### src/rtl/alu_sequencer.sv
`default_nettype none
// ============================================================================
//  Module      : alu_sequencer
//  Description : Issuing side of a combinational ALU. Accepts instruction
//                words over a valid/ready handshake, fetches two operands
//                from an internal register file, drives the ALU for one
//                cycle, writes the result back, keeps a sticky status-flag
//                register and returns the result over a second valid/ready
//                handshake.
//  Revision    : 1.0 - initial release
// ----------------------------------------------------------------------------
//  Ports
//    clk           clock, rising edge
//    rst           asynchronous active-high reset
//    instr_valid   instruction word present
//    instr_ready   sequencer can accept an instruction (IDLE only)
//    instr         {op[15:12], rd[11:9], ra[8:6], rb[5:3], unused[2:0]}
//    imm_data      immediate for LOAD, sampled together with instr
//    alu_a/alu_b   ALU operands (registered, stable during EXEC)
//    alu_opcode    ALU opcode (registered)
//    alu_out       ALU result (combinational from alu_a/alu_b/alu_opcode)
//    alu_flags     ALU flags {overflow, negative, zero}
//    result_valid  result available
//    result_ready  consumer takes the result
//    result_data   result value
//    result_flags  flags associated with the result
//    status_flags  sticky flags of the last flag-updating instruction
// ============================================================================
module alu_sequencer #(
    parameter int BW   = 16,
    parameter int NREG = 8
) (
    input  logic          clk,
    input  logic          rst,
    input  logic          instr_valid,
    output logic          instr_ready,
    input  logic [15:0]   instr,
    input  logic [BW-1:0] imm_data,
    output logic [BW-1:0] alu_a,
    output logic [BW-1:0] alu_b,
    output logic [3:0]    alu_opcode,
    input  logic [BW-1:0] alu_out,
    input  logic [2:0]    alu_flags,
    output logic          result_valid,
    input  logic          result_ready,
    output logic [BW-1:0] result_data,
    output logic [2:0]    result_flags,
    output logic [2:0]    status_flags
);

    // Register index width; the instruction fields are 3 bits wide, only
    // the low AW bits address the register file.
    localparam int AW = (NREG > 1) ? $clog2(NREG) : 1;

    localparam logic [3:0] c_OP_LOAD   = 4'd8;
    localparam logic [3:0] c_ALU_PASSA = 4'd6;

    typedef enum logic [1:0] {
        ST_IDLE = 2'd0,
        ST_EXEC = 2'd1,
        ST_RESP = 2'd2
    } state_t;

    state_t        r_state;
    logic [3:0]    r_op;
    logic [AW-1:0] r_rd;
    logic [BW-1:0] r_rf [NREG];

    logic          r_instr_ready;
    logic          r_result_valid;
    logic [BW-1:0] r_alu_a;
    logic [BW-1:0] r_alu_b;
    logic [3:0]    r_alu_opcode;
    logic [BW-1:0] r_result_data;
    logic [2:0]    r_result_flags;
    logic [2:0]    r_status_flags;

    // Instruction field decode
    logic [3:0]    w_op;
    logic [AW-1:0] w_rd;
    logic [AW-1:0] w_ra;
    logic [AW-1:0] w_rb;
    logic          w_is_load;
    logic          w_is_nop;
    logic          w_writes;

    assign w_op      = instr[15:12];
    assign w_rd      = instr[9 +: AW];
    assign w_ra      = instr[6 +: AW];
    assign w_rb      = instr[3 +: AW];
    assign w_is_load = (w_op == c_OP_LOAD);
    assign w_is_nop  = (w_op > c_OP_LOAD);

    // Ops 0..8 (ALU ops and LOAD) write back and update status; 9..15 are NOPs.
    assign w_writes  = (r_op <= c_OP_LOAD);

    // Reserved bits and register-field bits above AW carry no meaning.
    logic w_unused_bits;
    assign w_unused_bits = ^{instr[2:0], instr[11:9], instr[8:6], instr[5:3]};

    always_ff @(posedge clk or posedge rst) begin
        if (rst) begin
            r_state        <= ST_IDLE;
            r_op           <= '0;
            r_rd           <= '0;
            r_instr_ready  <= 1'b1;
            r_result_valid <= 1'b0;
            r_alu_a        <= '0;
            r_alu_b        <= '0;
            r_alu_opcode   <= '0;
            r_result_data  <= '0;
            r_result_flags <= '0;
            r_status_flags <= '0;
            for (int i = 0; i < NREG; i++) begin
                r_rf[i] <= '0;
            end
        end else begin
            case (r_state)
                ST_IDLE: begin
                    if (instr_valid) begin
                        r_op          <= w_op;
                        r_rd          <= w_rd;
                        r_instr_ready <= 1'b0;
                        r_state       <= ST_EXEC;
                        if (w_is_load) begin
                            // LOAD routes the immediate through the ALU as
                            // pass-A so flags come from the ALU as usual.
                            r_alu_a      <= imm_data;
                            r_alu_b      <= '0;
                            r_alu_opcode <= c_ALU_PASSA;
                        end else if (w_is_nop) begin
                            r_alu_a      <= '0;
                            r_alu_b      <= '0;
                            r_alu_opcode <= '0;
                        end else begin
                            r_alu_a      <= r_rf[w_ra];
                            r_alu_b      <= r_rf[w_rb];
                            r_alu_opcode <= w_op;
                        end
                    end
                end

                ST_EXEC: begin
                    // Operands were stable for the whole cycle; the ALU
                    // output is sampled at its end.
                    if (w_writes) begin
                        r_rf[r_rd]     <= alu_out;
                        r_status_flags <= alu_flags;
                        r_result_flags <= alu_flags;
                        r_result_data  <= alu_out;
                    end else begin
                        r_result_data  <= '0;
                        r_result_flags <= r_status_flags;
                    end
                    r_result_valid <= 1'b1;
                    r_state        <= ST_RESP;
                end

                ST_RESP: begin
                    // instr_ready stays low here, so a waiting instruction is
                    // only taken after the return to IDLE.
                    if (result_ready) begin
                        r_result_valid <= 1'b0;
                        r_instr_ready  <= 1'b1;
                        r_state        <= ST_IDLE;
                    end
                end

                default: begin
                    r_state        <= ST_IDLE;
                    r_instr_ready  <= 1'b1;
                    r_result_valid <= 1'b0;
                end
            endcase
        end
    end

    assign instr_ready  = r_instr_ready;
    assign result_valid = r_result_valid;
    assign alu_a        = r_alu_a;
    assign alu_b        = r_alu_b;
    assign alu_opcode   = r_alu_opcode;
    assign result_data  = r_result_data;
    assign result_flags = r_result_flags;
    assign status_flags = r_status_flags;

endmodule
`default_nettype wire

### config.mk
export PLATFORM = sky130hd
export DESIGN_NAME = alu_sequencer
export DESIGN_NICKNAME = d
export VERILOG_FILES = /design/src/rtl/alu_sequencer.sv
export SDC_FILE = /design/constraint.sdc
export NUM_CORES = 1
export LEC_CHECK = 0
export BUFFER_PORTS_ARGS = -buffer_cell sky130_fd_sc_hd__buf_2
export CAP_MARGIN = 20
export CORE_MARGIN = 1
export CORE_UTILIZATION = 42
export DETAILED_ROUTE_END_ITERATION = 7
export MAX_ROUTING_LAYER = met4
export SLEW_MARGIN = 15
export SYNTH_ARGS = -nofsm -noshare
export SYNTH_HDL_FRONTEND = slang
export SYNTH_SLANG_ARGS = --single-unit
### constraint.sdc
create_clock -name clk -period 8.4 [get_ports clk]
set_clock_uncertainty 0.15 [all_clocks]
set_input_delay 0 -clock clk [delete_from_list [all_inputs] [get_ports clk]]
set_output_delay 0 -clock clk [all_outputs]
set_load 0.02 [all_outputs]
# == Word-level counts from Yosys, hierarchy flattened ==
# Cells that the tools add are included.
# word_totals
register_bits,194
word_cells,66
output_inout_bits,60
inputBits,55
# op_classes
n_eq_ne,5
reduce_logical,7
muxes,25
magnitude_cmp,6
n_bitwise,5
# op_table
op,n
16-bit two-way mux,10
128-bit bitwise mux,1
16-bit binary-select mux with 3-bit select,2
16-bit demux with 3-bit select,1
4-bit >= comparator (second input constant),3
3-bit NOT with 4-bit output,3
4-bit two-way mux,2
2-bit AND reduction,4
1-bit one-hot mux with 3 select lines,2
2-bit one-hot mux with 3 select lines,1
4-bit == test (second input constant),1
4-bit greater-than comparator (second input constant),1
4-bit <= comparator (second input constant),1
4-bit by 1-bit less-than comparator with 1-bit output (second input constant),1
2-bit two-way mux,2
2-bit inequality test (second input constant),2
1-bit two-way mux,3
3-bit two-way mux,1
3-bit AND reduction,1
2-bit by 1-bit == test with 1-bit output (second input constant),1
2-bit == test (second input constant),1
2-bit logical NOT,1
1-bit NOT,2
1-bit logical AND,1

# == Longest topological paths before layout ==
# Gate-level depths: netlist of the first run.
# logic_depth
ltp_word,6
ltp_mapped,6

# == Worst setup path before layout of the first run ==
# OpenSTA, ideal clock, no wires.
# synth_timing
path_kind,flip-flop to flip-flop
from,register r_op[0]
to,register r_rf[0] (netlist name)
setup_ns,0.125
arrival_ns,1.761
path_buffers,1
stages_incl_launch_ff,5
path_slack_ns,6.364
path_cell_list,dfrtp_1 > o31ai_4 > nor3b_4 > buf_6 > mux2_2
# synth_via
elab_chain_len,2
# synth_lines
item,line,source
"start, declared",65,logic [3:0] r_op;
"start signal, assigned",121,r_op <= w_op;
4-bit <= comparator,95,assign w_writes = (r_op <= c_OP_LOAD);
2-bit AND reduction (no line),--,
"end signal, assigned by index",147,r_rf[r_rd] <= alu_out;
"end, declared",67,logic [BW-1:0] r_rf [NREG];
# No other way between the ends.
# A chain may end at the register's enable or synchronous reset.

# == Final worst setup path of the first run ==
# layout_timing
from,register r_state[0]
to,register r_rf[103] (netlist name)
# layout_via
elab_chain_len,2
# layout_lines
item,line,source
"start, declared",64,state_t r_state;
"start signal, assigned",103,r_state <= ST_IDLE;
"start signal, assigned",124,r_state <= ST_EXEC;
"start signal, assigned",156,r_state <= ST_RESP;
2-bit by 1-bit == test with 1-bit output,118,case (r_state)
2-bit AND reduction (no line),--,
# No other way between the ends.

==> results.ini, run 1 <==
[power]
seqPwrFrac_pct = 43.6
swShare_pct = 33.8
p_leak_nw = 4.85
p_clk_share_pct = 20.0
p_per_area_mw_per_mm2 = 353
combPwrFrac_pct = 36.3
p_int_mw = 2.60
power_switching_mw = 1.33
peakVddDrop_mv = 0.167

[global_route]
grt_pass1_vias = 6518
grt_start_max_net_pins = 112
antenna_found_initial = 0
grt_use_total_pct = 22.6
grt_pass1_wl_um = 36800
grt-ovfl-total = 0

[die]
die_h_um = 151
fp.coreArea_sq_mm = 0.0218
start_util_pct = 42.8
num_rows = 54
dieArea_sq_mm = 0.0228
die_w_um = 151
io_pins = 115

[drt]
drtAntennaViolNets = 0
routed_wl_um = 23400
dr.pass1.iters = 4
drc_errors = 0
drt_iter0_drc = 313
wire_per_inst_um = 22.0
vias = 6133
vias_per_cell = 5.76

[critical_path]
reg2reg_depth = 3
critPathCaptureType = flip-flop
r2r_start = r_state[0]$_DFFE_PP0P_
r2r_setup_slack_ns = 5.48
cp-start-kind = flip-flop
critPathLaunch = r_state[0]$_DFFE_PP0P_
cp_max_fo = 16
path_class = flip-flop to flip-flop
worstPathRequired_ns = 8.57
r2r-end = r_rf[103]$_DFFE_PP0P_
crit_end = r_rf[103]$_DFFE_PP0P_
critPathArrivalTime_ns = 3.09

[timing]
hold_violations = 0
rsz0062_at_grt = no
slew_violations = 0
timing.fmax_mhz = 342
fin_crit_ns = 2.92
worst_pin_slew_ns = 1.02
relSlewSlack_pct = 32.1
fin_tns_setup_ns = 0
post-route-period-util_pct = 34.8
finalSetupViolCount = 0

[finish]
nNetsFinal = 826
diodes = 0
areaGrowthSynthToFinish_pct = 19.3
drive_above_1_share_pct = 47.8
postLayoutCellArea_sq_mm = 0.0111

[clock_network]
cts_buffers = 17
clockBufferDepth = 2
cts_tree = done
cts_root_buf = clkbuf_16
htree_num_levels = 4
clk_pin_slew_ns = 0.07
clkLatencyLatePin_ns = 0.44
clkSinkCount = 194

[place]
gp_congestion = 0.740
placed_area_sq_mm = 0.0101
dpl.hpwl_um = 13700
port_buffers = 111

[outcome]
status = completed

[synth]
ys_top_cells_by_area = dfrtp_1 52%, mux2_2 18%, mux4_2 15%
syn_inst = 633
synth_edf_count = 0
synth_top_area_cell = dfrtp_1
synth_seq_cells = 194
ys_warn_count = 0
synthFlopType = dfrtp_1
synth_area_per_cell_sq_um = 14.8
syn-cell-area_sq_mm = 0.00934
synth.distinct_cells = 37
seq_area_frac_synth_pct = 52.0
synth_top_area_share_pct = 51.7
ys_async_sr_fraction_pct = 100
synth_nets = 688

[worst_hold_path]
hold_path.class = input pin to flip-flop

[job]
maxCapViolCount = 0

[final cells by class]
cell class	count	area, sq um
repair buffers	169	1120
flip-flops and latches	194	4860
inverters	3	18.8
clock inverters	11	106
clock buffers	21	460
multi-input cells	386	4230
well taps	280	350
fillers	1848	10700
[cell usage after synthesis, drive strengths merged (2+ instances only)]
cell,n
clkbuf,26
nand3,36
nor4b,2
mux4,63
nor2,2
nand3b,19
nand4,19
buf,24
nand2,44
inv,3
nand2b,2
and2,2
nor2b,3
mux2,147
nand4b,3
dfrtp,193
a22o,31
[per-layer routing]
layer,track usage [%],vias to the layer above,share of wire (%)
met2,37.3,115,51
li1,-,2704,-
met5,-,-,0
met3,4.10,19,3.7
met4,6.30,0,1.1
met1,28.6,3295,44
[flip-flops by register name (all words and copies together) (netlist names)]
name          count
result_valid      1
alu_opcode        4
status_flags      3
alu_b            16
r_rf            128
r_op              4
result_data      16
r_rd              3
alu_a            16
instr_ready       1
r_state           2
[power groups by stage]
| stage | Combinational [mW] | Clock [mW] | Sequential (mW) |
|---|---|---|---|
| floorplan | 0.944 | 0 | 1.78 |
| global placement | 1.39 | 0 | 1.67 |
| detailed placement | 1.43 | 0 | 1.72 |
| CTS | 1.45 | 0.807 | 1.71 |
| global route | 1.54 | 0.844 | 1.78 |
| finish | 1.43 | 0.788 | 1.72 |
[critical path, cell delays in order, from the launching register on]
cell	delay (ns)
dfrtp_1	0.48
nor2b_1	0.67
nand4_2	0.92
mux2_2	0.57
[placed cells by master, fill, tap and decap left out, types with 2 or more instances in the layout]
| cell type | synthesis | layout |
|---|---|---|
| nand4_1 | 16 | 16 |
| a22o_1 | 31 | 31 |
| mux2_2 | 147 | 147 |
| nor2b_1 | 3 | 3 |
| nand3b_1 | 19 | 19 |
| nand4b_2 | 3 | 3 |
| nand4_2 | 3 | 3 |
| nor2_1 | 2 | 2 |
| clkinv_4 | 0 | 2 |
| nand3_1 | 35 | 35 |
| clkbuf_1 | 26 | 2 |
| and2_1 | 2 | 2 |
| clkbuf_8 | 0 | 2 |
| nand2b_1 | 2 | 2 |
| dlygate4sd3_1 | 0 | 49 |
| clkinvlp_4 | 0 | 6 |
| dfrtp_1 | 193 | 193 |
| mux4_2 | 63 | 63 |
| buf_4 | 6 | 7 |
| nand2_1 | 44 | 44 |
| clkbuf_16 | 0 | 17 |
| buf_2 | 14 | 111 |
[through the flow]
step | total power [mW] | hold slack [ns] | instances | setup WS [ns] | utilization [%]
floorplan | 2.73 | -0.0538 | 633 | 2.97 | -
global placement | 3.06 | 0.0429 | 982 | 5.65 | 46.2
detailed placement | 3.15 | 0.0546 | 982 | 5.48 | 46.2
CTS | 3.96 | 0.00955 | 1063 | 5.45 | 51.0
global route | 4.17 | 0.0576 | 1064 | 5.29 | 51.1
finish | 3.93 | 0.0212 | 1064 | 5.48 | 51.1
[cells by family after synthesis]
group | count (synthesis) | synth area share (%)
AOI/OAI and AO/OA | 38 | 3.58
buffers and inverters | 53 | 2.88
DFF | 194 | 52.0
muxes | 211 | 33.0
and+or+nand+nor | 137 | 8.56
[what timing repair did]
item	in CTS	in global routing
setup buffers	0	0
hold buffers	49	0
endpoints found under the hold margin	286	0
gates resized for setup	0	0
[how the worst min path moves through the flow]
stage                     startpoint                           to  slack [ns]  cells past startpoint
after floorplan            instr[15]         alu_b[1]$_DFFE_PP0P_       -0.05                      1
after global placement           rst  status_flags[1]$_DFFE_PP0P_        0.04                      2
after detailed placement    instr[9]          r_rd[0]$_DFFE_PP0P_        0.05                      3
after CTS                   instr[8]         alu_a[0]$_DFFE_PP0P_        0.01                      3
after global routing        instr[8]        alu_a[11]$_DFFE_PP0P_        0.06                      3
final                       instr[8]         alu_a[0]$_DFFE_PP0P_        0.02                      3
Power figures use the tool's default switching activity.
==> inputs of run 2 (changes only) <==
==> constraint.sdc (replaced) <==
create_clock -name clk -period 3 [get_ports clk]
set_clock_uncertainty 0.15 [all_clocks]
set_input_delay 0 -clock clk [delete_from_list [all_inputs] [get_ports clk]]
set_output_delay 0 -clock clk [all_outputs]
set_load 0.02 [all_outputs]
==> run 2 against run 1 <==
Worst hold slack improved by 0.020 ns; sequential power increased to 2.8 times the previous value; combinational power increased to 2.8 times the previous value; total power increased to 2.8 times the previous value; wire length increased by 1.9%; global-route usage increased by 0.46 points; die area unchanged; cell area increased by 1.9%.
==> results.ini, run 2 (synthesized netlist as in run 1, its figures left out) <==
[global_route]
grt_use_total_pct = 23.1  ; was 22.6%
grt_pass1_vias = 6521  ; was 6,518
grt_start_max_net_pins = 48  ; was 112
antenna_found_initial = 0  ; unchanged
grt_pass1_wl_um = 37300  ; was 36,800 um
grt-ovfl-total = 0  ; unchanged

[timing]
relSlewSlack_pct = 34.5  ; was 32.1%
slew_violations = 0  ; unchanged
worst_pin_slew_ns = 0.980  ; was 1.02 ns
fin_crit_ns = 2.23  ; was 2.92 ns
rsz0062_at_grt = no  ; unchanged
finalSetupViolCount = 0  ; unchanged
post-route-period-util_pct = 74.3  ; was 34.8%
timing.fmax_mhz = 449  ; was 342 MHz
fin_tns_setup_ns = 0  ; unchanged
hold_violations = 0  ; unchanged

[drt]
topRoutingLayerUsed = met4  ; unchanged
met3_length_um = 718  ; was 873 um
vias_per_cell = 5.69  ; was 5.76
dr_wl_met2_um = 12000  ; was 11,900 um
drt_iter0_drc = 213  ; was 313
routed_wl_um = 23900  ; was 23,400 um
wire_per_inst_um = 22.1  ; was 22.0 um
drtAntennaViolNets = 0  ; unchanged
met1_length_um = 10500  ; was 10,400 um
drc_errors = 0  ; unchanged
dr.pass1.iters = 7  ; was 4
vias = 6143  ; was 6,133

[outcome]
status = completed  ; unchanged

[power]
seqPwrFrac_pct = 43.2  ; was 43.6%
p_int_mw = 7.41  ; was 2.60 mW
p_per_area_mw_per_mm2 = 982  ; was 353 mW/mm^2
p_leak_nw = 4.98  ; was 4.85 nW
swShare_pct = 33.6  ; was 33.8%
combPwrFrac_pct = 36.3  ; about the same
power_mw = 11.2  ; was 3.93 mW
p_clk_share_pct = 20.4  ; was 20.0%
peakVddDrop_mv = 0.364  ; was 0.167 mV
power_switching_mw = 3.75  ; was 1.33 mW

[die]
die_w_um = 151  ; unchanged
io_pins = 115  ; unchanged
start_util_pct = 42.8  ; unchanged
fp.coreArea_sq_mm = 0.0218  ; unchanged
dieArea_sq_mm = 0.0228  ; unchanged
die_h_um = 151  ; unchanged
num_rows = 54  ; unchanged

[finish]
top_register = r_rf  ; unchanged
areaGrowthSynthToFinish_pct = 21.6  ; was 19.3%
drive_above_1_share_pct = 49.6  ; was 47.8%
largest_reg_flops = 128  ; unchanged
mostFrequentLayoutCell = dfrtp_1  ; unchanged
multi_input_area_sq_mm = 0.00423  ; unchanged
final_cell_mix = 193 x dfrtp_1, 147 x mux2_2, 111 x buf_2  ; unchanged
seqCellArea_sq_mm = 0.00486  ; unchanged
final_util_pct = 52.1  ; was 51.1%
nNetsFinal = 842  ; was 826
num-fill-cells = 1845  ; was 1,848
diodes = 0  ; unchanged

[critical_path]
path_class = flip-flop to flip-flop  ; unchanged
reg2reg_depth = 4  ; was 3
cp_max_fo = 9  ; was 16
critPathCaptureType = flip-flop  ; unchanged
r2r-end = result_data[2]$_DFFE_PP0P_  ; was r_rf[103]$_DFFE_PP0P_
worstPathRequired_ns = 3.22  ; was 8.57 ns
r2r_start = r_op[0]$_DFFE_PP0P_  ; was r_state[0]$_DFFE_PP0P_
r2r_setup_slack_ns = 0.77  ; was 5.48 ns
critPathArrivalTime_ns = 2.45  ; was 3.09 ns
cp-start-kind = flip-flop  ; unchanged

[worst_hold_path]
hold_start = instr[8]  ; unchanged
hold_path.class = input pin to flip-flop  ; unchanged
min_to = alu_a[13]$_DFFE_PP0P_  ; was alu_a[0]$_DFFE_PP0P_
hold_depth = 3  ; unchanged

[clock_network]
cts_buffers = 17  ; unchanged
cts_setup_buffers = 0  ; unchanged
cts_tree = done  ; unchanged
htree_num_levels = 4  ; unchanged
clockBufferDepth = 2  ; unchanged
clkLatencyLatePin_ns = 0.44  ; about the same
clkSinkCount = 194  ; unchanged
clk_pin_slew_ns = 0.07  ; about the same
cts_root_buf = clkbuf_16  ; unchanged

[place]
port_buffers = 111  ; unchanged
gp_congestion = 0.783  ; was 0.740
dpl.hpwl_um = 15100  ; was 13,700 um

[job]
maxCapViolCount = 0  ; unchanged

## run 2: worst max-delay path by stage
stage,start,endpoint,slack (ns)
after global routing,r_op[0]$_DFFE_PP0P_,result_data[2]$_DFFE_PP0P_,0.62
after detailed placement,r_op[0]$_DFFE_PP0P_,result_data[2]$_DFFE_PP0P_,0.73
after CTS,r_op[0]$_DFFE_PP0P_,result_data[2]$_DFFE_PP0P_,0.71
after global placement,r_op[0]$_DFFE_PP0P_,result_data[6]$_DFFE_PP0P_,0.79
after floorplan,rst,alu_a[0]$_DFFE_PP0P_,0.35
final,r_op[0]$_DFFE_PP0P_,result_data[2]$_DFFE_PP0P_,0.77
## run 2: power by group through the flow
stage | Sequential (mW) | Combinational (mW) | Clock, mW
global placement | 4.69 | 3.94 | 0
global route | 5.00 | 4.37 | 2.45
floorplan | 5.00 | 2.64 | 0
detailed placement | 4.85 | 4.05 | 0
finish | 4.82 | 4.05 | 2.28
CTS | 4.81 | 4.11 | 2.33
## run 2: metal layers
| layer | vias to the layer above | track usage, % |
|---|---|---|
| met5 | - | - |
| met4 | 0 | 9.35 |
| met3 | 34 | 3.77 |
| met2 | 128 | 36.7 |
| met1 | 3251 | 29.5 |
| li1 | 2730 | - |
## run 2: through the flow
stage / worst slack [ns] / hold WS [ns] / area (sq um) / instances
after floorplan: 0.346 / -0.0538 / 9350 / 633
after global placement: 0.788 / 0.0544 / 10300 / 1003
after detailed placement: 0.734 / 0.0540 / 10300 / 1003
after CTS: 0.710 / 0.0217 / 11400 / 1080
after global routing: 0.624 / 0.0570 / 11400 / 1080
final: 0.772 / 0.0416 / 11400 / 1080
## run 2: cell type report
| class | count | share of cell area, % |
|---|---|---|
| clock buffer | 22 | 4.35 |
| inverter | 3 | 0.132 |
| timing repair buffer | 185 | 11.5 |
| sequential | 194 | 42.7 |
| clock inverter | 10 | 0.881 |
| tap | 280 | 3.08 |
| multi-input combinational | 386 | 37.3 |
## run 2: what timing repair did
action                                 4_1_cts  5_1_grt
endpoints found under the hold margin      210        0
hold buffers                                45        0
gates resized for setup                      0        0
## run 2: worst max-delay path, cell delays in order, from the launching register on
cell     delay (ns)
dfrtp_1        0.41
o31ai_4        0.52
and2_1         0.57
buf_4          0.33
a22o_1         0.16
==> inputs of run 3 (changes only) <==
==> constraint.sdc (replaced) <==
create_clock -name clk -period 1.8 [get_ports clk]
set_clock_uncertainty 0.15 [all_clocks]
set_input_delay 0 -clock clk [delete_from_list [all_inputs] [get_ports clk]]
set_output_delay 0 -clock clk [all_outputs]
set_load 0.02 [all_outputs]
==> run 3 against run 2 <==
The flow now finishes with violations (negative setup slack); count of clock-buffer cells in the layout is 1 higher; flip-flop and latch count unchanged; utilization is 2.8 points higher; total power up 74%; die area unchanged; cell count grew 2.1%; wire length is 3.3% higher; fmax up 21%; clock power is 66% higher; register-to-register slack worse by 0.82 ns; largest power group unchanged; highest routed layer unchanged.
==> results.ini, run 3 (synthesized netlist as in run 1, its figures left out) <==
[timing]
setup_slack_ns = -0.0436  ; was 0.772 ns
fin_crit_ns = 1.84  ; was 2.23 ns
hold_ws_ns = 0.0390  ; was 0.0416 ns
rsz0062_at_grt = yes  ; was no
fin_tns_setup_ns = -1.25  ; was 0 ns
finalSetupViolCount = 69  ; was 0
timing.fmax_mhz = 542  ; was 449 MHz
hold_violations = 0  ; unchanged
post-route-period-util_pct = 102  ; was 74.3%
worst_pin_slew_ns = 0.651  ; was 0.980 ns
slew_violations = 0  ; unchanged
relSlewSlack_pct = 56.6  ; was 34.5%

[finish]
nNetsFinal = 866  ; was 842
diodes = 0  ; unchanged
top_register = r_rf  ; unchanged
postLayoutCellArea_sq_mm = 0.0120  ; was 0.0114 sq mm
drive_above_1_share_pct = 50.9  ; was 49.6%
final_util_pct = 54.9  ; was 52.1%
areaGrowthSynthToFinish_pct = 28.2  ; was 21.6%
mostFrequentLayoutCell = dfrtp_1  ; unchanged
final_cell_mix = 193 x dfrtp_1, 128 x mux2_2, 111 x buf_2  ; was 193 x dfrtp_1, 147 x mux2_2, 111 x buf_2
largest_reg_flops = 128  ; unchanged

[global_route]
grt_pass1_vias = 6800  ; was 6,521
grt_use_total_pct = 23.9  ; was 23.1%
grt-ovfl-total = 0  ; unchanged
grt_pass1_wl_um = 39000  ; was 37,300 um
antenna_found_initial = 0  ; unchanged
grt_start_max_net_pins = 41  ; was 48

[critical_path]
critPathCaptureType = flip-flop  ; unchanged
slowest_delay_ns = 0.41  ; was 0.57 ns
cp_top_family = flip-flops  ; was compound AO/OA/AOI/OAI gates
cp-start-kind = flip-flop  ; unchanged
worstPathRequired_ns = 1.96  ; was 3.22 ns
cp_max_fo = 16  ; was 9
crit_path_top_delay_cell = dfrtp_1  ; was and2_1
worstPathCellList = o31ai_4 > nor3b_4 > buf_12 > mux2_4  ; was o31ai_4 > and2_1 > buf_4 > a22o_1
critPathArrivalTime_ns = 2.00  ; was 2.45 ns
r2r_setup_slack_ns = -0.04  ; was 0.77 ns
critPathBufInv = 1  ; unchanged
path_class = flip-flop to flip-flop  ; unchanged

[drt]
drt_iter0_drc = 260  ; was 213
drtAntennaViolNets = 0  ; unchanged
vias = 6193  ; was 6,143
routed_wl_um = 24700  ; was 23,900 um
drc_errors = 0  ; unchanged
dr.pass1.iters = 4  ; was 7
vias_per_cell = 5.61  ; was 5.69
wire_per_inst_um = 22.4  ; was 22.1 um

[power]
p_leak_nw = 5.33  ; was 4.98 nW
p_per_area_mw_per_mm2 = 1620  ; was 982 mW/mm^2
power_mw = 19.4  ; was 11.2 mW
peakVddDrop_mv = 0.638  ; was 0.364 mV

[worst_hold_path]
hold_path.class = input pin to flip-flop  ; unchanged

[die]
fp.coreArea_sq_mm = 0.0218  ; unchanged
dieArea_sq_mm = 0.0228  ; unchanged
num_rows = 54  ; unchanged
io_pins = 115  ; unchanged
die_h_um = 151  ; unchanged
start_util_pct = 42.8  ; unchanged
die_w_um = 151  ; unchanged

[place]
dpl.hpwl_um = 16700  ; was 15,100 um
port_buffers = 111  ; unchanged
placed_area_sq_mm = 0.0109  ; was 0.0103 sq mm
gp_congestion = 0.785  ; was 0.783

[clock_network]
htree_num_levels = 4  ; unchanged
cts_buffers = 17  ; unchanged
cts_tree = done  ; unchanged
clkSinkCount = 194  ; unchanged
cts_root_buf = clkbuf_16  ; unchanged
clk_pin_slew_ns = 0.07  ; about the same
clkLatencyLatePin_ns = 0.43  ; was 0.44 ns
clockBufferDepth = 2  ; unchanged

[outcome]
violations = negative setup slack
status = finished with violations  ; was completed

[job]
maxCapViolCount = 0  ; unchanged

[run 3: cell count changes in the layout (fill, tap and decap cells not counted), sizes merged]
cell,change
clkbuf,+2
bufinv,+1
buf,+23
clkinv,-1
clkinvlp,-2
[run 3: path summary, 6_finish.rpt]
check                      depth (start not counted)                     endpoint                      from
max reg2reg                                        4          r_rf[4]$_DFFE_PP0P_       r_op[2]$_DFFE_PP0P_
max in group asynchronous                          4         r_rf[53]$_DFFE_PP0P_                       rst
min reg2reg                                        1     result_valid$_DFFE_PP0P_  result_valid$_DFFE_PP0P_
min in group asynchronous                          3  status_flags[0]$_DFFE_PP0P_                       rst
min                                                3        alu_a[11]$_DFFE_PP0P_                  instr[8]
max                                                4          r_rf[4]$_DFFE_PP0P_       r_op[2]$_DFFE_PP0P_
[run 3: worst min-delay path, stage by stage]
cell and delay, ns:
buf_2 0.31, nand3_1 0.16, nand4_1 0.09
[run 3: where the power goes]
part	switching [mW]	total (mW)	internal, mW
clock network	1.63	3.78	2.16
registers	1.55	8.08	6.52
logic	3.27	7.53	4.26
total	6.44	19.4	12.9
[run 3: final cells by class]
cell class              count  area, sq um
fillers                  1745         9850
clock inverters             8          103
repair buffers            209         1810
well taps                 280          350
flip-flops and latches    194         4860
clock buffers              23          478
multi-input cells         386         4360
inverters                   3         15.0
[run 3: timing repair]
action / 4_1_cts / 5_1_grt
buffers inserted: 0 / 1
hold buffers: 45 / 0
pin swaps: 0 / 3
setup endpoints to repair: 143 / 146
gates cloned: 0 / 1
resized for setup: 1 / 5
hold endpoints to repair: 370 / 0
[run 3: routing by layer]
metal	global-route usage (%)	wire (um)	vias up
met5	-	0	-
met4	7.40	380	0
met3	3.16	767	27
met2	40.0	12700	135
met1	30.3	10800	3259
li1	-	-	2772
[run 3: per-stage QoR]
step	worst slack, ns	cells
final	-0.0436	1103
after global placement	-0.0345	1025
after detailed placement	-0.0793	1025
after global routing	-0.123	1103
after CTS	-0.0707	1101
after floorplan	-0.854	633
